==> src/rtl/generic_vidmap_pkg.sv <==
// Shared types and helpers for the virtual-to-physical hart ID mapper.
package generic_vidmap_pkg;

   localparam int unsigned VidmapHarts = 8;
   localparam int unsigned VidmapIdxW  = (VidmapHarts == 1) ? 1 : $clog2(VidmapHarts);

   typedef struct packed {
      logic [VidmapIdxW-1:0] pid;
      logic                  mapped;
   } vidtopid_t;

   typedef struct packed {
      logic                  fuse;
      logic [VidmapIdxW-1:0] vid;
   } vidmap_entry_t;

   typedef enum logic [1:0] {
      IDLE  = 2'd0,
      CHECK = 2'd1,
      APPLY = 2'd2
   } state_e;

   function automatic vidmap_entry_t ident_entry(input int unsigned i);
      ident_entry = '{fuse: 1'b1, vid: VidmapIdxW'(i)};
   endfunction

   function automatic vidtopid_t ident_inv(input int unsigned i);
      ident_inv = '{pid: VidmapIdxW'(i), mapped: 1'b1};
   endfunction

endpackage

==> src/rtl/generic_vidmap_inv.sv <==
// Combinational inverse of a PID-indexed map: VID -> {pid, mapped}.
// Unfused PIDs contribute nothing; on duplicate VIDs the higher PID wins.
module generic_vidmap_inv
   import generic_vidmap_pkg::*;
#(
   parameter int unsigned NumHarts = VidmapHarts
) (
   input  vidmap_entry_t map_i [NumHarts],
   output vidtopid_t     inv_o [NumHarts]
);

   always_comb begin
      for (int unsigned v = 0; v < NumHarts; v++) begin
         inv_o[v] = '0;
      end
      // Ascending PID order lets later (higher) PIDs overwrite earlier ones.
      for (int unsigned p = 0; p < NumHarts; p++) begin
         if (map_i[p].fuse) begin
            inv_o[map_i[p].vid] = '{pid: VidmapIdxW'(p), mapped: 1'b1};
         end
      end
   end

endmodule

==> src/rtl/generic_vidmap_ctrl.sv <==
// Shadow/active VID->PID map controller with round-robin translation port.
// Define VIDMAP_CTRL_DUP_CHECK_EN to validate each committed map for duplicate VIDs.
module generic_vidmap_ctrl
   import generic_vidmap_pkg::*;
#(
   parameter int unsigned NumHarts    = VidmapHarts,
   parameter int unsigned NumHartsIdx = (NumHarts == 1) ? 1 : $clog2(NumHarts),
   parameter int unsigned NumReq      = 4
) (
   input  logic                          clk,
   input  logic                          reset,
   input  logic                          cfg_wr_valid,
   output logic                          cfg_wr_ready,
   input  logic [NumHartsIdx-1:0]        cfg_wr_pid,
   input  logic [NumHartsIdx-1:0]        cfg_wr_vid,
   input  logic                          cfg_wr_fuse,
   input  logic                          cfg_commit,
   output logic                          cfg_done,
   output logic                          cfg_err,
   input  logic [NumReq-1:0]             req_valid,
   input  logic [NumReq*NumHartsIdx-1:0] req_vid,
   output logic [NumReq-1:0]             req_ready,
   output logic                          rsp_valid,
   output logic [((NumReq == 1) ? 1 : $clog2(NumReq))-1:0] rsp_id,
   output logic [NumHartsIdx-1:0]        rsp_pid,
   output logic                          rsp_map_avail,
   input  logic [NumHarts-1:0]           vid_vector,
   output logic [NumHarts-1:0]           pid_vector
);

   localparam int unsigned ReqIdW = (NumReq == 1) ? 1 : $clog2(NumReq);

   state_e                  state_q, state_d;
   vidmap_entry_t           shadow_q [NumHarts];
   vidmap_entry_t           shadow_d [NumHarts];
   vidmap_entry_t           active_q [NumHarts];
   vidmap_entry_t           active_d [NumHarts];
   vidtopid_t               inv_q [NumHarts];
   vidtopid_t               inv_d [NumHarts];
   vidtopid_t               inv_shadow [NumHarts];
   logic [ReqIdW-1:0]       rr_ptr_q, rr_ptr_d;
   logic                    cfg_wr_ready_q, cfg_wr_ready_d;
   logic                    cfg_done_q, cfg_done_d;
   logic                    rsp_valid_q, rsp_valid_d;
   logic [ReqIdW-1:0]       rsp_id_q, rsp_id_d;
   logic [NumHartsIdx-1:0]  rsp_pid_q, rsp_pid_d;
   logic                    rsp_map_avail_q, rsp_map_avail_d;
   logic [NumHarts-1:0]     pid_vector_q, pid_vector_d;
   logic [NumReq-1:0]       grant_c;
   logic [ReqIdW-1:0]       gnt_idx;
   logic                    gnt_any;
   logic [NumHartsIdx-1:0]  req_vid_a [NumReq];
   vidtopid_t               lookup;
`ifdef VIDMAP_CTRL_DUP_CHECK_EN
   logic [NumHartsIdx-1:0]  chk_idx_q, chk_idx_d;
   logic                    cfg_err_q, cfg_err_d;
`endif

   generic_vidmap_inv #(.NumHarts(NumHarts)) u_inv (
      .map_i (shadow_q),
      .inv_o (inv_shadow)
   );

   for (genvar r = 0; r < NumReq; r++) begin : g_req_vid
      assign req_vid_a[r] = req_vid[r*NumHartsIdx +: NumHartsIdx];
   end

   // Config FSM: shadow writes, commit, optional duplicate scan, atomic apply.
   always_comb begin
      state_d    = state_q;
      shadow_d   = shadow_q;
      active_d   = active_q;
      inv_d      = inv_q;
`ifdef VIDMAP_CTRL_DUP_CHECK_EN
      chk_idx_d  = chk_idx_q;
      cfg_err_d  = 1'b0;
`endif
      unique case (state_q)
         IDLE: begin
            if (cfg_wr_ready_q && cfg_wr_valid) begin
               shadow_d[cfg_wr_pid] = '{fuse: cfg_wr_fuse, vid: VidmapIdxW'(cfg_wr_vid)};
            end
            if (cfg_wr_ready_q && cfg_commit) begin
`ifdef VIDMAP_CTRL_DUP_CHECK_EN
               state_d   = CHECK;
               chk_idx_d = '0;
`else
               state_d   = APPLY;
`endif
            end
         end
`ifdef VIDMAP_CTRL_DUP_CHECK_EN
         CHECK: begin
            if (cfg_err_q) begin
               state_d = IDLE;
            end else if (chk_idx_q == NumHartsIdx'(NumHarts - 1)) begin
               state_d = APPLY;
            end else begin
               chk_idx_d = chk_idx_q + NumHartsIdx'(1);
            end
         end
`endif
         APPLY: begin
            active_d = shadow_q;
            inv_d    = inv_shadow;
            state_d  = IDLE;
         end
         default: state_d = IDLE;
      endcase
`ifdef VIDMAP_CTRL_DUP_CHECK_EN
      // Scan the entry the next CHECK cycle owns so cfg_err lands in that cycle.
      if (state_d == CHECK && shadow_d[chk_idx_d].fuse) begin
         for (int unsigned j = 0; j < NumHarts; j++) begin
            if (j > 32'(chk_idx_d) && shadow_d[j].fuse &&
                shadow_d[j].vid == shadow_d[chk_idx_d].vid) begin
               cfg_err_d = 1'b1;
            end
         end
      end
`endif
      cfg_done_d     = (state_d == APPLY);
      cfg_wr_ready_d = (state_d == IDLE);
   end

   // Round-robin grant, open only while the config path is idle.
   always_comb begin : p_arb
      int unsigned cand;
      cand    = 0;
      grant_c = '0;
      gnt_idx = '0;
      gnt_any = 1'b0;
      if (cfg_wr_ready_q) begin
         for (int unsigned off = 0; off < NumReq; off++) begin
            cand = (32'(rr_ptr_q) + off) % NumReq;
            if (!gnt_any && req_valid[ReqIdW'(cand)]) begin
               gnt_any = 1'b1;
               gnt_idx = ReqIdW'(cand);
            end
         end
      end
      grant_c[gnt_idx] = gnt_any;
   end

   always_comb begin
      rr_ptr_d        = rr_ptr_q;
      rsp_valid_d     = gnt_any;
      rsp_id_d        = gnt_idx;
      rsp_pid_d       = '0;
      rsp_map_avail_d = 1'b0;
      lookup          = inv_q[req_vid_a[gnt_idx]];
      if (gnt_any) begin
         rr_ptr_d        = (gnt_idx == ReqIdW'(NumReq - 1)) ? '0 : gnt_idx + ReqIdW'(1);
         rsp_pid_d       = NumHartsIdx'(lookup.pid);
         rsp_map_avail_d = lookup.mapped && active_q[lookup.pid].fuse &&
                           (active_q[lookup.pid].vid == VidmapIdxW'(req_vid_a[gnt_idx]));
      end
   end

   always_comb begin
      pid_vector_d = '0;
      for (int unsigned k = 0; k < NumHarts; k++) begin
         if (inv_q[k].mapped) begin
            pid_vector_d[inv_q[k].pid] = vid_vector[k];
         end
      end
   end

   always_ff @(posedge clk) begin
      if (reset) begin
         state_q         <= IDLE;
         for (int unsigned i = 0; i < NumHarts; i++) begin
            shadow_q[i] <= ident_entry(i);
            active_q[i] <= ident_entry(i);
            inv_q[i]    <= ident_inv(i);
         end
         rr_ptr_q        <= '0;
         cfg_wr_ready_q  <= 1'b0;
         cfg_done_q      <= 1'b0;
         rsp_valid_q     <= 1'b0;
         rsp_id_q        <= '0;
         rsp_pid_q       <= '0;
         rsp_map_avail_q <= 1'b0;
         pid_vector_q    <= '0;
`ifdef VIDMAP_CTRL_DUP_CHECK_EN
         chk_idx_q       <= '0;
         cfg_err_q       <= 1'b0;
`endif
      end else begin
         state_q         <= state_d;
         shadow_q        <= shadow_d;
         active_q        <= active_d;
         inv_q           <= inv_d;
         rr_ptr_q        <= rr_ptr_d;
         cfg_wr_ready_q  <= cfg_wr_ready_d;
         cfg_done_q      <= cfg_done_d;
         rsp_valid_q     <= rsp_valid_d;
         rsp_id_q        <= rsp_id_d;
         rsp_pid_q       <= rsp_pid_d;
         rsp_map_avail_q <= rsp_map_avail_d;
         pid_vector_q    <= pid_vector_d;
`ifdef VIDMAP_CTRL_DUP_CHECK_EN
         chk_idx_q       <= chk_idx_d;
         cfg_err_q       <= cfg_err_d;
`endif
      end
   end

   assign cfg_wr_ready  = cfg_wr_ready_q;
   assign cfg_done      = cfg_done_q;
`ifdef VIDMAP_CTRL_DUP_CHECK_EN
   assign cfg_err       = cfg_err_q;
`else
   assign cfg_err       = 1'b0;
`endif
   assign req_ready     = grant_c;
   assign rsp_valid     = rsp_valid_q;
   assign rsp_id        = rsp_id_q;
   assign rsp_pid       = rsp_pid_q;
   assign rsp_map_avail = rsp_map_avail_q;
   assign pid_vector    = pid_vector_q;

endmodule

==> config.mk <==
export PLATFORM = sky130hd
export DESIGN_NAME = generic_vidmap_ctrl
export DESIGN_NICKNAME = d
export VERILOG_FILES = /design/src/rtl/generic_vidmap_pkg.sv /design/src/rtl/generic_vidmap_inv.sv /design/src/rtl/generic_vidmap_ctrl.sv
export SDC_FILE = /design/constraint.sdc
export NUM_CORES = 1
export LEC_CHECK = 0
export BUFFER_PORTS_ARGS = -buffer_cell sky130_fd_sc_hd__buf_2
export CORE_ASPECT_RATIO = 0.6
export CORE_UTILIZATION = 62
export CTS_BUF_LIST = sky130_fd_sc_hd__clkbuf_2
export DETAILED_ROUTE_END_ITERATION = 6
export PLACE_DENSITY = 0.82
export SYNTH_ARGS = -nofsm -noshare
export SYNTH_HDL_FRONTEND = slang
export SYNTH_SLANG_ARGS = --single-unit
==> constraint.sdc <==
create_clock -name clk -period 10.78 [get_ports clk]
set_clock_uncertainty 0.2 [all_clocks]
set_input_delay 1.078 -clock clk [delete_from_list [all_inputs] [get_ports clk]]
set_output_delay 1.078 -clock clk [all_outputs]
set_load 0.03 [all_outputs]
---- Word level (Yosys, flattened, before mapping) ----
Index checks and enable logic that the tools add are counted.
cells by class
  magnitude comparators ................... 43
  add/subtract/negate cells ............... 4
  reductions and logical operators ........ 32
  bitwise operators ....................... 34
  eq/ne operators ......................... 4
  multiplexer cells ....................... 93
operators with widths
  kind                                                                           number
  32-bit two-way mux                                                             7
  4-bit demux with 3-bit select                                                  9
  24-bit bitwise OR                                                              3
  8-bit two-way mux                                                              8
  8-bit bitwise mux                                                              7
  4-bit two-way mux                                                              13
  16-bit bitwise AND                                                             3
  16-bit inverter                                                                3
  4-bit >= comparator (second input constant)                                    11
  3-bit inverter with 4-bit output                                               11
  4-bit by 1-bit less-than comparator with 1-bit output (second input constant)  9
  8-bit bitwise AND                                                              4
  32-bit bitwise mux                                                             1
  3-bit by 4-bit less-than comparator with 1-bit output (second input constant)  8
  16-bit bitwise OR                                                              2
  32-bit bitwise OR                                                              1
  29-bit two-way mux                                                             1
  1-bit logical AND                                                              25
  4-bit binary-select mux with 3-bit select                                      2
  1-bit demux with 3-bit select                                                  8
  3-bit by 1-bit >= comparator with 1-bit output (second input constant)         8
  8-bit inverter                                                                 3
  1-bit two-way mux                                                              21
  2-bit two-way mux                                                              8
  other kinds (19)                                                               34
word-level totals
  output and inout bits ................... 22
  word-level logic and storage cells ...... 267
  register bits after elaboration ......... 117

---- Logic depth before layout (Yosys ltp) ----
Gate-level depths: netlist of run 1.
  depth after elaboration ................. 30
  mapped depth ............................ 15
  depth with buffers taken out ............ 12

---- By module ----
Synthesis of run 1 repeated with hierarchy kept, for this count alone.
second synthesis, totals
  cell total of the unflattened synthesis .. 932
  area total of the unflattened synthesis .. 7420.9 um^2
modules (own cells, without submodules)
  module               cells an instance  instances  seq. area each (um^2)  area an instance (um^2)
  generic_vidmap_ctrl  767                1          2342.2                 6218.5
  generic_vidmap_inv   165                1          0.0                    1202.4

---- Least setup slack after synthesis of run 1 ----
Ideal clock, no wire load.
  kind .................................... input-to-reg
  from .................................... input req_valid[0]
  to ...................................... register rsp_map_avail_q, in the netlist rsp_map_avail
  required time ........................... 10.492 ns
  slack ................................... 6.395 ns
  data arrival time ....................... 4.097 ns
  setup time .............................. 0.088 ns
  buffers on the path ..................... 2
  stages on the path ...................... 13
  cell sequence ........................... o41ai_1 -> nor4_2 -> buf_4 -> and3_1 -> nor2_1 -> buf_2 -> mux4_2 -> mux2i_4 -> inv_2 -> nand3_1 -> nor4bb_1 -> mux2_2 -> nor4_2
on the way
  longest elaborated chain between the ends .. 30
  elaborated cells on any way between the ends .. 44
RTL lines
  what                                                       RTL line                                                source
  from (decl)                                                generic_vidmap_ctrl.sv:20                               input logic [NumReq-1:0] req_valid,
  1-bit binary-select mux with 2-bit select                  generic_vidmap_ctrl.sv:135                              if (!gnt_any && req_valid[ReqIdW'(cand)]) begin
  1-bit two-way mux (not written as such)                    generic_vidmap_ctrl.sv:135
  1-bit two-way mux                                          generic_vidmap_ctrl.sv:135
  1-bit two-way mux                                          generic_vidmap_ctrl.sv:132                              if (cfg_wr_ready_q) begin
  1-bit logical NOT                                          generic_vidmap_ctrl.sv:135
  1-bit logical AND                                          generic_vidmap_ctrl.sv:135
  1-bit two-way mux                                          generic_vidmap_ctrl.sv:135
  1-bit two-way mux                                          generic_vidmap_ctrl.sv:132
  [... 8 more ...]                                           -
  net gnt_idx[0]                                             generic_vidmap_ctrl.sv:50                               logic [ReqIdW-1:0] gnt_idx;
  [... 4 more ...]                                           -
  3-bit inverter with 4-bit output (not written as such)     generic_vidmap_ctrl.sv:150                              lookup = inv_q[req_vid_a[gnt_idx]];
  4-bit binary-select mux with 3-bit select                  generic_vidmap_ctrl.sv:150
  4-bit two-way mux (not written as such) (2 in a row)       generic_vidmap_ctrl.sv:150
  3-bit inverter with 4-bit output (not written as such)     generic_vidmap_ctrl.sv:154, generic_vidmap_ctrl.sv:155
  4-bit binary-select mux with 3-bit select                  generic_vidmap_ctrl.sv:154, generic_vidmap_ctrl.sv:155
  4-bit two-way mux (not written as such) (2 in a row)       generic_vidmap_ctrl.sv:155                              (active_q[lookup.pid].vid == VidmapIdxW'(req_vid_a[gnt_idx]));
  3-bit == test / 1-bit logical AND (equally long branches)  generic_vidmap_ctrl.sv:155, generic_vidmap_ctrl.sv:154
  1-bit logical AND *                                        generic_vidmap_ctrl.sv:154                              rsp_map_avail_d = lookup.mapped && active_q[lookup.pid].fuse &&
  to (signal assigned)                                       generic_vidmap_ctrl.sv:199                              rsp_map_avail_q <= rsp_map_avail_d;
  to (decl)                                                  generic_vidmap_ctrl.sv:47                               logic rsp_map_avail_q, rsp_map_avail_d;
Mark *: on every way through the listed nets, which the timed path passes. The rest lies on a longest branch. The select of a mux whose other input is x is not followed.
A chain may end at the register's enable or synchronous reset.

---- Worst setup path in the final report of run 1 ----
  from .................................... input req_valid[0]
  to ...................................... register rsp_map_avail_q, in the netlist rsp_map_avail
on the way
  longest elaborated chain between the ends .. 30
  elaborated cells on any way between the ends .. 44
RTL lines
  what                                                       RTL line
  1-bit binary-select mux with 2-bit select                  generic_vidmap_ctrl.sv:135
  1-bit two-way mux (not written as such)                    generic_vidmap_ctrl.sv:135
  1-bit two-way mux                                          generic_vidmap_ctrl.sv:135
  1-bit two-way mux                                          generic_vidmap_ctrl.sv:132
  1-bit logical NOT                                          generic_vidmap_ctrl.sv:135
  1-bit logical AND                                          generic_vidmap_ctrl.sv:135
  1-bit two-way mux                                          generic_vidmap_ctrl.sv:135
  1-bit two-way mux                                          generic_vidmap_ctrl.sv:132
  [... 12 more ...]                                          -
  3-bit inverter with 4-bit output (not written as such)     generic_vidmap_ctrl.sv:150
  4-bit binary-select mux with 3-bit select                  generic_vidmap_ctrl.sv:150
  4-bit two-way mux (not written as such) (2 in a row)       generic_vidmap_ctrl.sv:150
  3-bit inverter with 4-bit output (not written as such)     generic_vidmap_ctrl.sv:154, generic_vidmap_ctrl.sv:155
  4-bit binary-select mux with 3-bit select                  generic_vidmap_ctrl.sv:154, generic_vidmap_ctrl.sv:155
  4-bit two-way mux (not written as such) (2 in a row)       generic_vidmap_ctrl.sv:155
  3-bit == test / 1-bit logical AND (equally long branches)  generic_vidmap_ctrl.sv:155, generic_vidmap_ctrl.sv:154
  1-bit logical AND                                          generic_vidmap_ctrl.sv:154
Parallel ways exist; a longest one is shown, timed or not. The select of a mux whose other input is x is not followed.

==> results.py, run 1 <==
metrics = {
    "synthesis": {
        "ys_ff_latch": 117,
        "ys_async_sr_fraction_pct": 0,
        "syn_avg_cell_area_um2": 7.511,
        "synth_edf_count": 0,
        "synth_area_mm2": 0.006880,
        "ys_warn_count": 0,
        "syn_inst": 916,
        "seq_area_frac_synth_pct": 34.04,
        "yosys.cell_types.count": 74,
        "synthFlopType": "dfxtp_1",
    },
    "clock_network": {
        "h-tree-depth": 4,
        "cts_resized": 0,
        "cts_tree": "done",
        "clk_pin_slew_ns": 0.20,
        "cts-buffers-inserted": 17,
        "worstSkewPairLatency_ns": 0.66,
        "hold_buffers": 0,
        "cts_sinks": 117,
        "cts_setup_buffers": 0,
        "root_buffer": "clkbuf_2",
        "clk_path_buf_depth": 2,
    },
    "power": {
        "switchingPower_mw": 0.2837,
        "p_leak_nw": 3.053,
        "power_frac_comb_pct": 15.6,
        "p_int_mw": 0.6793,
        "finalPower_mw": 0.9630,
        "irDropWorstVdd_mv": 0.1248,
        "pwr-share-clk_pct": 37.6,
        "power_frac_seq_pct": 46.8,
        "cellPowerDensity_mw_per_mm2": 129.9,
        "switching_share_pct": 29.46,
    },
    "timing": {
        "whs_ns": 0.2688,
        "setup_viol": 0,
        "timing.final.crit_share_pct": 42.43,
        "tns_ns": 0,
        "fmax_mhz": 218.6,
        "finalHoldViolCount": 0,
        "period_needed_ns": 4.574,
        "worst_pin_slew_ns": 1.045,
        "finalMaxSlewViolations": 0,
        "rsz0062_at_grt": "no",
        "maxSlewHeadroom_pct": 30.31,
    },
    "layout": {
        "final_cell_mix": "165 x nand2_1, 117 x dfxtp_1, 106 x nor2_1",
        "fin_cells": 1082,
        "mostFrequentLayoutCell": "nand2_1",
        "drive_gt1_share_pct": 13.15,
        "insertedDiodeCount": 0,
        "syn2layout_area_growth_pct": 7.729,
        "nNetsFinal": 969,
    },
    "drt": {
        "num_vias": 6867,
        "drtIter0Drc": 937,
        "ant_nets": 0,
        "viasPerCell": 6.347,
        "drc": 0,
        "routed_wirelength_um": 20180,
        "drt_pre_antenna_iters": 7,
        "wl_per_cell_um": 18.65,
    },
    "floorplanning": {
        "core_mm2": 0.01067,
        "dieWidth_um": 138,
        "start_util_pct": 64.50,
        "die_area_mm2": 0.01154,
        "fp-row-count": 29,
        "die-height_um": 83.60,
        "boundaryPins": 57,
    },
    "setup_path": {
        "cp_data_required_time_ns": 11.17,
        "cp_slowest_cell": "nor2_1",
        "cp_cell_sequence": "buf_2 > o41ai_1 > nor4_2 > buf_4 > and3_1 > nor2_1 > mux2i_1 > mux2i_1 > o22ai_2 > nor3_1 > nor4bb_1 > mux2_2 > nor4_2",
        "startpoint_type": "input pin",
        "regToRegSetupSlack_ns": 6.49,
        "r2r-start": "rr_ptr_q[1]",
        "cp_max_fo": 17,
        "r2r_cells": 12,
        "setup.worst_path.end_class": "flip-flop",
        "slowest_delay_ns": 0.63,
        "crit_type": "input pin to flip-flop",
        "crit_arrival_ns": 4.96,
        "r2r-end": "rsp_map_avail",
    },
    "hold_path": {
        "min_delay_path_depth": 2,
        "hold_end": "active_q[20]",
        "min_path_type": "flip-flop to flip-flop",
        "hold_start": "active_q[20]",
    },
    "global_route": {
        "grt_start_max_net_pins": 69,
        "overflow": 0,
        "antenna_found_initial": 0,
        "grt_pass1_wl_um": 31770,
        "track_usage_pct": 34.98,
        "grt_pass1_vias": 5905,
    },
    "outcome": {
        "status": "finished clean",
    },
    "place": {
        "portBuffers": 55,
        "dp.cells": 1050,
        "place.detailed.hpwl_um": 14590,
        "place_congestion": 1.000,
    },
    "flow_run": {
        "maxCapViolCount": 0,
    },
}
==> Yosys cell counts, types with 3 or more instances <==
cell | number | area (um^2)
nor2_1 | 106 | 397.9
o32ai_1 | 3 | 26.28
nand3b_1 | 9 | 67.56
and2_1 | 7 | 43.79
a311oi_1 | 6 | 52.55
nor4_1 | 5 | 31.28
mux2_2 | 12 | 135.1
nor3_1 | 35 | 175.2
nand2_1 | 165 | 619.3
buf_1 | 4 | 15.01
nor2b_1 | 19 | 118.9
buf_4 | 4 | 30.03
a31oi_1 | 4 | 25.02
o21ai_0 | 47 | 235.2
o41ai_1 | 3 | 26.28
nand4_1 | 15 | 93.84
o22ai_1 | 12 | 75.07
a211oi_1 | 9 | 67.56
mux2i_1 | 55 | 550.5
ha_1 | 4 | 50.05
nand4b_1 | 4 | 35.03
dfxtp_1 | 117 | 2342
nand2b_1 | 26 | 162.7
a21oi_1 | 45 | 225.2
o31ai_1 | 3 | 22.52
inv_1 | 8 | 30.03
nand3_1 | 58 | 290.3
nor3b_1 | 12 | 90.09
and3_1 | 4 | 25.02
buf_2 | 4 | 20.02
o211ai_1 | 5 | 37.54
clkbuf_1 | 51 | 191.4
==> per-layer routing <==
metal / vias up / GRT usage (%) / share of wire (%)
met5: - / 0 / 0
met4: 0 / 7.792 / 0.87
met3: 21 / 12.74 / 14
met2: 420 / 45.00 / 38
met1: 3149 / 53.69 / 46
li1: 3277 / - / -
==> cell type report <==
type / instances / area, um^2
well taps: 139 / 173.9
clock inverters: 14 / 226.5
inverters: 10 / 37.54
flip-flops and latches: 117 / 2342
repair buffers: 58 / 297.8
clock buffers: 18 / 90.09
fillers: 913 / 3256
multi-input cells: 726 / 4244
==> worst max-delay path by stage <==
stage / from / end / slack (ns) / cells past startpoint
finish: req_valid[0] / rsp_map_avail / 6.21 / 13
global route: req_valid[0] / rsp_map_avail / 5.89 / 13
CTS: req_valid[0] / rsp_map_avail / 6.26 / 13
detailed placement: req_valid[0] / rsp_map_avail / 5.56 / 13
global placement: req_valid[0] / rsp_map_avail / 5.72 / 13
floorplan: req_valid[0] / rsp_map_avail / 6.39 / 13
==> metrics by stage <==
step                util [%]  setup WS (ns)  area, um^2
CTS                    69.48          6.260        7412
finish                 69.48          6.206        7412
floorplan                  -          6.395        6884
global route           69.48          5.886        7412
global placement       66.51          5.717        7096
detailed placement     66.51          5.564        7096
==> registers in the layout, indices dropped and copies added, names as in the netlist <==
register	flops
active_q	32
cfg_done	1
cfg_wr_ready	1
inv_q	32
pid_vector	8
rr_ptr_q	2
rsp_id	2
rsp_map_avail	1
rsp_pid	3
rsp_valid	1
shadow_q	32
state_q	2
==> kinds of logic (layout without fill, tap and decap cells) <==
group	after synthesis	in the layout	share of synthesized area, %
buffers and inverters	74	100	4.437
xor gates and xnor gates	2	2	0.2546
DFF	117	117	34.04
AOI/OAI and AO/OA	168	168	15.82
other	1	2	0.05450
and+or+nand+nor	477	477	33.13
adders and majority gates	4	4	0.7274
muxes	73	73	11.53
==> power by group through the flow <==
stage / logic, mW / clock network [mW] / registers [mW]
after floorplan: 0.111 / 0 / 0.463
after global routing: 0.163 / 0.386 / 0.452
after detailed placement: 0.147 / 0 / 0.459
final: 0.150 / 0.362 / 0.451
after global placement: 0.145 / 0 / 0.459
after CTS: 0.148 / 0.364 / 0.450
==> critical path, delay by kind of cell <==
family | cells | cell delay, ns
and+or+nand+nor | 6 | 1.61
AOI/OAI and AO/OA | 2 | 1.16
muxes | 3 | 0.77
buffers and inverters | 2 | 0.33
Power figures use the tool's default switching activity.
==> run 2, diff against run 1 <==
--- a/config.mk
+++ b/config.mk
@@ -7,10 +7,10 @@
 export LEC_CHECK = 0
 export BUFFER_PORTS_ARGS = -buffer_cell sky130_fd_sc_hd__buf_2
 export CORE_ASPECT_RATIO = 0.6
-export CORE_UTILIZATION = 62
+export CORE_UTILIZATION = 56
 export CTS_BUF_LIST = sky130_fd_sc_hd__clkbuf_2
 export DETAILED_ROUTE_END_ITERATION = 6
-export PLACE_DENSITY = 0.82
+export PLACE_DENSITY = 0.78
 export SYNTH_ARGS = -nofsm -noshare
 export SYNTH_HDL_FRONTEND = slang
 export SYNTH_SLANG_ARGS = --single-unit
==> constraint.sdc (replaced) <==
create_clock -name clk -period 3.8 [get_ports clk]
set_clock_uncertainty 0.2 [all_clocks]
set_input_delay 0.38 -clock clk [delete_from_list [all_inputs] [get_ports clk]]
set_output_delay 0.38 -clock clk [all_outputs]
set_load 0.03 [all_outputs]
==> results.py, run 2 (same netlist as run 1, synthesis figures left out) <==
metrics = {
    "drt": {
        "drtIter0Drc": 913,
        "drc": 0,
        "num_vias": 7149,
        "wl_per_cell_um": 18.88,
        "drt_pre_antenna_iters": 6,
        "routed_wirelength_um": 21660,
        "ant_nets": 0,
        "viasPerCell": 6.233,
    },
    "layout": {
        "post-route-util_pct": 67.46,
        "final_area_mm2": 0.007850,
        "nNetsFinal": 1013,
        "fin_cells": 1147,
        "mostFrequentLayoutCell": "nand2_1",
        "largest_registers": "active_q: 32 flops, inv_q: 32 flops, shadow_q: 32 flops",
        "syn2layout_area_growth_pct": 14.09,
        "insertedDiodeCount": 0,
        "drive_gt1_share_pct": 15.91,
        "final_cell_mix": "165 x nand2_1, 115 x dfxtp_1, 105 x nor2_1",
    },
    "clock_network": {
        "clk_path_buf_depth": 2,
        "cts-buffers-inserted": 17,
        "cts_tree": "done",
        "cts_sinks": 117,
        "h-tree-depth": 4,
        "worstSkewPairLatency_ns": 0.71,
        "root_buffer": "clkbuf_2",
        "clk_pin_slew_ns": 0.20,
    },
    "floorplanning": {
        "boundaryPins": 57,
        "die-height_um": 87.86,
        "dieWidth_um": 145.1,
        "fp-row-count": 30,
        "start_util_pct": 59.13,
        "die_area_mm2": 0.01275,
        "core_mm2": 0.01164,
    },
    "timing": {
        "finalHoldViolCount": 0,
        "worst_pin_slew_ns": 0.7591,
        "setup_viol": 0,
        "timing.final.crit_share_pct": 97.86,
        "setup_ws_ns": 0.08136,
        "period_needed_ns": 3.719,
        "whs_ns": 0.009538,
        "tns_ns": 0,
        "maxSlewHeadroom_pct": 49.29,
        "fmax_mhz": 268.9,
        "finalMaxSlewViolations": 0,
    },
    "setup_path": {
        "r2r_cells": 14,
        "cp_max_fo": 8,
        "cp_data_required_time_ns": 4.22,
        "crit_start": "req_valid[0]",
        "setup.worst_path.end_class": "flip-flop",
        "regToRegSetupSlack_ns": 0.11,
        "r2r-end": "rsp_map_avail",
        "crit_type": "input pin to flip-flop",
        "r2r-start": "rr_ptr_q[1]",
        "startpoint_type": "input pin",
        "crit_arrival_ns": 4.14,
    },
    "power": {
        "finalPower_mw": 2.795,
        "irDropWorstVdd_mv": 0.2689,
        "cellPowerDensity_mw_per_mm2": 356.1,
        "p_leak_nw": 3.269,
    },
    "hold_path": {
        "min_path_type": "input pin to flip-flop",
        "min_delay_path_depth": 3,
        "hold_start": "reset",
        "hold_end": "active_q[17]",
    },
    "global_route": {
        "antenna_found_initial": 0,
        "grt_pass1_wl_um": 33940,
        "track_usage_pct": 34.54,
        "grt_start_max_net_pins": 47,
        "grt_pass1_vias": 6273,
        "overflow": 0,
    },
    "place": {
        "place_congestion": 1.020,
        "placed_area_mm2": 0.007327,
        "portBuffers": 55,
        "dp.cells": 1098,
        "place_ws_ns": -0.1841,
        "place.detailed.hpwl_um": 15590,
    },
    "outcome": {
        "status": "finished clean",
    },
    "flow_run": {
        "maxCapViolCount": 0,
    },
}
run 2: cell types whose count changed in the layout (fill, tap and decap cells not counted), moves of 2 or more:
cell,before,now
dfxtp_1,117,115
dlygate4sd3_1,0,15
clkinv_4,6,1
nor4bb_1,2,0
clkinv_2,0,2
clkinv_1,0,2
buf_4,3,32
run 2: cell type report:
cell class                 instances  area, um^2
clock buffer                      18       90.09
clock inverter                    14       207.7
fill                            1016        3786
inverter                          10       37.54
multi-input combinational        726        4302
sequential                       117        2347
tap                              160       200.2
timing repair buffer             102       665.6
run 2: routing by layer:
layer | up-vias | global-route usage (%) | routed length (um)
met5 | - | 0 | 0
met4 | 0 | 8.900 | 310
met3 | 34 | 12.71 | 2942
met2 | 463 | 44.84 | 8161
met1 | 3287 | 52.08 | 10240
li1 | 3365 | - | -
run 2: critical path, stage by stage:
cell and delay [ns]:
dlygate4sd3_1 0.54, buf_2 0.15, o41ai_1 0.38, buf_4 0.19
nor4_2 0.04, buf_4 0.17, buf_4 0.16, a221o_1 0.33
nand3_1 0.11, nand4_1 0.16, nand4_4 0.21, mux2_2 0.36
nor3_1 0.31, nor4bb_4 0.09, mux2_2 0.30, nor4_2 0.25
run 2: power breakdown:
group          total, mW  internal (mW)  switching (mW)
clock network      0.996          0.497           0.499
logic              0.521          0.232           0.288
registers           1.28           1.25          0.0251
total               2.80           1.98           0.813
run 2: worst max path at each step:
| stage | cells after the start | slack [ns] | endpoint |
|---|---|---|---|
| finish | 16 | 0.08 | rsp_map_avail |
| global route | 14 | -0.04 | rsp_map_avail |
| CTS | 12 | 0.06 | rsp_map_avail |
| detailed placement | 14 | -0.18 | rsp_map_avail |
| global placement | 13 | 0.04 | rsp_map_avail |
| floorplan | 13 | 0.07 | rsp_map_avail |
run 2: repair_timing:
| item | in CTS | in global routing |
|---|---|---|
| hold buffers | 15 | 0 |
| cloned | 0 | 0 |
| endpoints found under the hold margin | 45 | 0 |
| buffers inserted | 0 | 2 |
| gates resized for setup | 1 | 11 |
| pin swaps | 0 | 2 |
| setup endpoints to repair | 1 | 1 |
==> run 3, diff against run 2 <==
--- a/config.mk
+++ b/config.mk
@@ -6,7 +6,9 @@
 export NUM_CORES = 1
 export LEC_CHECK = 0
 export BUFFER_PORTS_ARGS = -buffer_cell sky130_fd_sc_hd__buf_2
+export CAP_MARGIN = 20
 export CORE_ASPECT_RATIO = 0.6
+export CORE_MARGIN = 5
 export CORE_UTILIZATION = 56
 export CTS_BUF_LIST = sky130_fd_sc_hd__clkbuf_2
 export DETAILED_ROUTE_END_ITERATION = 6
==> results.py, run 3 (same netlist as run 1, synthesis figures left out) <==
metrics = {
    "drt": {
        "routed_wirelength_um": 21450,
        "viasPerCell": 6.082,
        "ant_nets": 0,
        "drtIter0Drc": 951,
        "drc": 0,
        "drt_pre_antenna_iters": 6,
        "wl_per_cell_um": 18.77,
        "num_vias": 6952,
    },
    "setup_path": {
        "cp_data_required_time_ns": 4.18,
        "crit_family": "simple AND/OR/NAND/NOR gates",
        "path_buf_inv": 2,
        "setup.worst_path.end_class": "flip-flop",
        "crit_arrival_ns": 4.00,
        "startpoint_type": "flip-flop",
        "crit_top_cell": "buf_4",
        "cp_max_fo": 7,
        "crit_type": "flip-flop to flip-flop",
        "cp_slowest_cell": "dfxtp_2",
        "cp_cell_sequence": "nand2_1 > a221o_1 > nand3_4 > buf_4 > mux2i_2 > mux2_4 > nand4_1 > nand4_4 > buf_4 > mux2_2 > nor3_1 > and4bb_2 > xnor2_1 > nor4_2",
        "slowest_delay_ns": 0.41,
    },
    "timing": {
        "timing.final.crit_share_pct": 95.36,
        "maxSlewHeadroom_pct": 46.06,
        "period_needed_ns": 3.624,
        "finalHoldViolCount": 0,
        "fmax_mhz": 276.0,
        "setup_viol": 0,
        "setup_ws_ns": 0.1763,
        "finalMaxSlewViolations": 0,
        "worst_pin_slew_ns": 0.8074,
        "tns_ns": 0,
        "rsz0062_at_grt": "no",
    },
    "clock_network": {
        "root_buffer": "clkbuf_2",
        "clk_path_buf_depth": 2,
        "worstSkewPairLatency_ns": 0.66,
        "cts-buffers-inserted": 17,
        "cts_tree": "done",
        "clk_pin_slew_ns": 0.17,
        "cts_setup_buffers": 0,
        "h-tree-depth": 4,
        "cts_sinks": 117,
    },
    "layout": {
        "final_cell_mix": "165 x nand2_1, 115 x dfxtp_1, 105 x nor2_1",
        "multi_input_area_mm2": 0.004285,
        "mostFrequentLayoutCell": "nand2_1",
        "syn2layout_area_growth_pct": 11.89,
        "insertedDiodeCount": 0,
        "seq_area_mm2": 0.002345,
        "drive_gt1_share_pct": 15.13,
        "nNetsFinal": 1007,
        "fillCellCount": 1127,
        "largest_registers": "active_q: 32 flops, inv_q: 32 flops, shadow_q: 32 flops",
        "final_area_mm2": 0.007699,
    },
    "power": {
        "cellPowerDensity_mw_per_mm2": 328.1,
        "switching_share_pct": 30.52,
        "switchingPower_mw": 0.7710,
        "p_leak_nw": 3.179,
        "pwr-share-clk_pct": 29.7,
        "finalPower_mw": 2.526,
        "power_frac_comb_pct": 19.6,
        "irDropWorstVdd_mv": 0.1936,
        "p_int_mw": 1.755,
        "power_frac_seq_pct": 50.7,
    },
    "global_route": {
        "track_usage_pct": 29.17,
        "grt_pass1_wl_um": 33820,
        "grt_pass1_vias": 6204,
        "overflow": 0,
        "antenna_found_initial": 1,
        "grt_start_max_net_pins": 47,
    },
    "place": {
        "placed_area_mm2": 0.007301,
        "place_congestion": 1.037,
        "place_ws_ns": -0.1037,
        "place.detailed.hpwl_um": 15590,
        "portBuffers": 55,
    },
    "floorplanning": {
        "fp-row-count": 31,
        "core_mm2": 0.01202,
        "boundaryPins": 57,
        "die_area_mm2": 0.01468,
        "start_util_pct": 57.22,
        "dieWidth_um": 153.1,
        "die-height_um": 95.86,
    },
    "flow_run": {
        "maxCapViolCount": 0,
    },
    "outcome": {
        "status": "finished clean",
    },
    "hold_path": {
        "min_path_type": "input pin to flip-flop",
    },
}
-- run 3: cell types whose count changed in the layout (fill, tap and decap cells not counted), sizes merged --
cell / previous run / this run
inv: 11 / 10
buf: 87 / 81
bufinv: 5 / 2
clkinvlp: 3 / 2
clkinv: 5 / 7
-- run 3: area by class of cell --
class	count	share of cell area [%]
repair buffers	96	8.061
multi-input cells	726	55.66
well taps	165	2.682
clock inverters	11	1.479
inverters	10	0.4876
flip-flops and latches	117	30.46
clock buffers	18	1.170
-- run 3: path summary, 6_finish.rpt --
check | startpoint | to | slack (ns) | depth (start not counted)
max | rr_ptr_q[1] | rsp_map_avail | 0.18 | 14
min | req_valid[0] | rr_ptr_q[1] | 0.04 | 5
max reg2reg | rr_ptr_q[1] | rsp_map_avail | 0.18 | 14
min reg2reg | active_q[13] | active_q[13] | 0.27 | 2
-- run 3: worst register-to-register path, cell delays in order, from the launching register on --
cell	delay (ns)
dfxtp_2	0.41
nand2_1	0.08
a221o_1	0.37
nand3_4	0.17
buf_4	0.18
mux2i_2	0.31
mux2_4	0.25
nand4_1	0.15
nand4_4	0.19
buf_4	0.16
mux2_2	0.34
nor3_1	0.13
and4bb_2	0.25
xnor2_1	0.14
nor4_2	0.22
-- run 3: power by group through the flow --
| stage | combinational [mW] | clock (mW) | sequential, mW |
|---|---|---|---|
| floorplan | 0.315 | 0 | 1.31 |
| global placement | 0.457 | 0 | 1.30 |
| detailed placement | 0.466 | 0 | 1.30 |
| CTS | 0.481 | 0.768 | 1.28 |
| global route | 0.534 | 0.824 | 1.28 |
| finish | 0.496 | 0.750 | 1.28 |
-- run 3: stage by stage --
stage	utilization [%]	instances	hold WS (ns)
final	64.03	1143	0.03553
after global placement	60.72	1099	0.2470
after detailed placement	60.72	1099	0.2478
after global routing	64.03	1143	0.01041
after CTS	63.66	1143	0.0008346
after floorplan	-	917	0.2329
-- run 3: timing repair --
action / 4_1_cts / 5_1_grt
hold buffers: 15 / 0
gates resized for setup: 0 / 10
setup endpoints to repair: 0 / 1
endpoints found under the hold margin: 60 / 0
-- run 3: routing by layer --
metal | track usage [%] | vias to the layer above | part of all wire (%)
met5 | 1.701 | - | 0.15
met4 | 7.265 | 3 | 1.4
met3 | 10.29 | 29 | 14
met2 | 37.70 | 438 | 37
met1 | 44.75 | 3134 | 47
li1 | - | 3348 | -
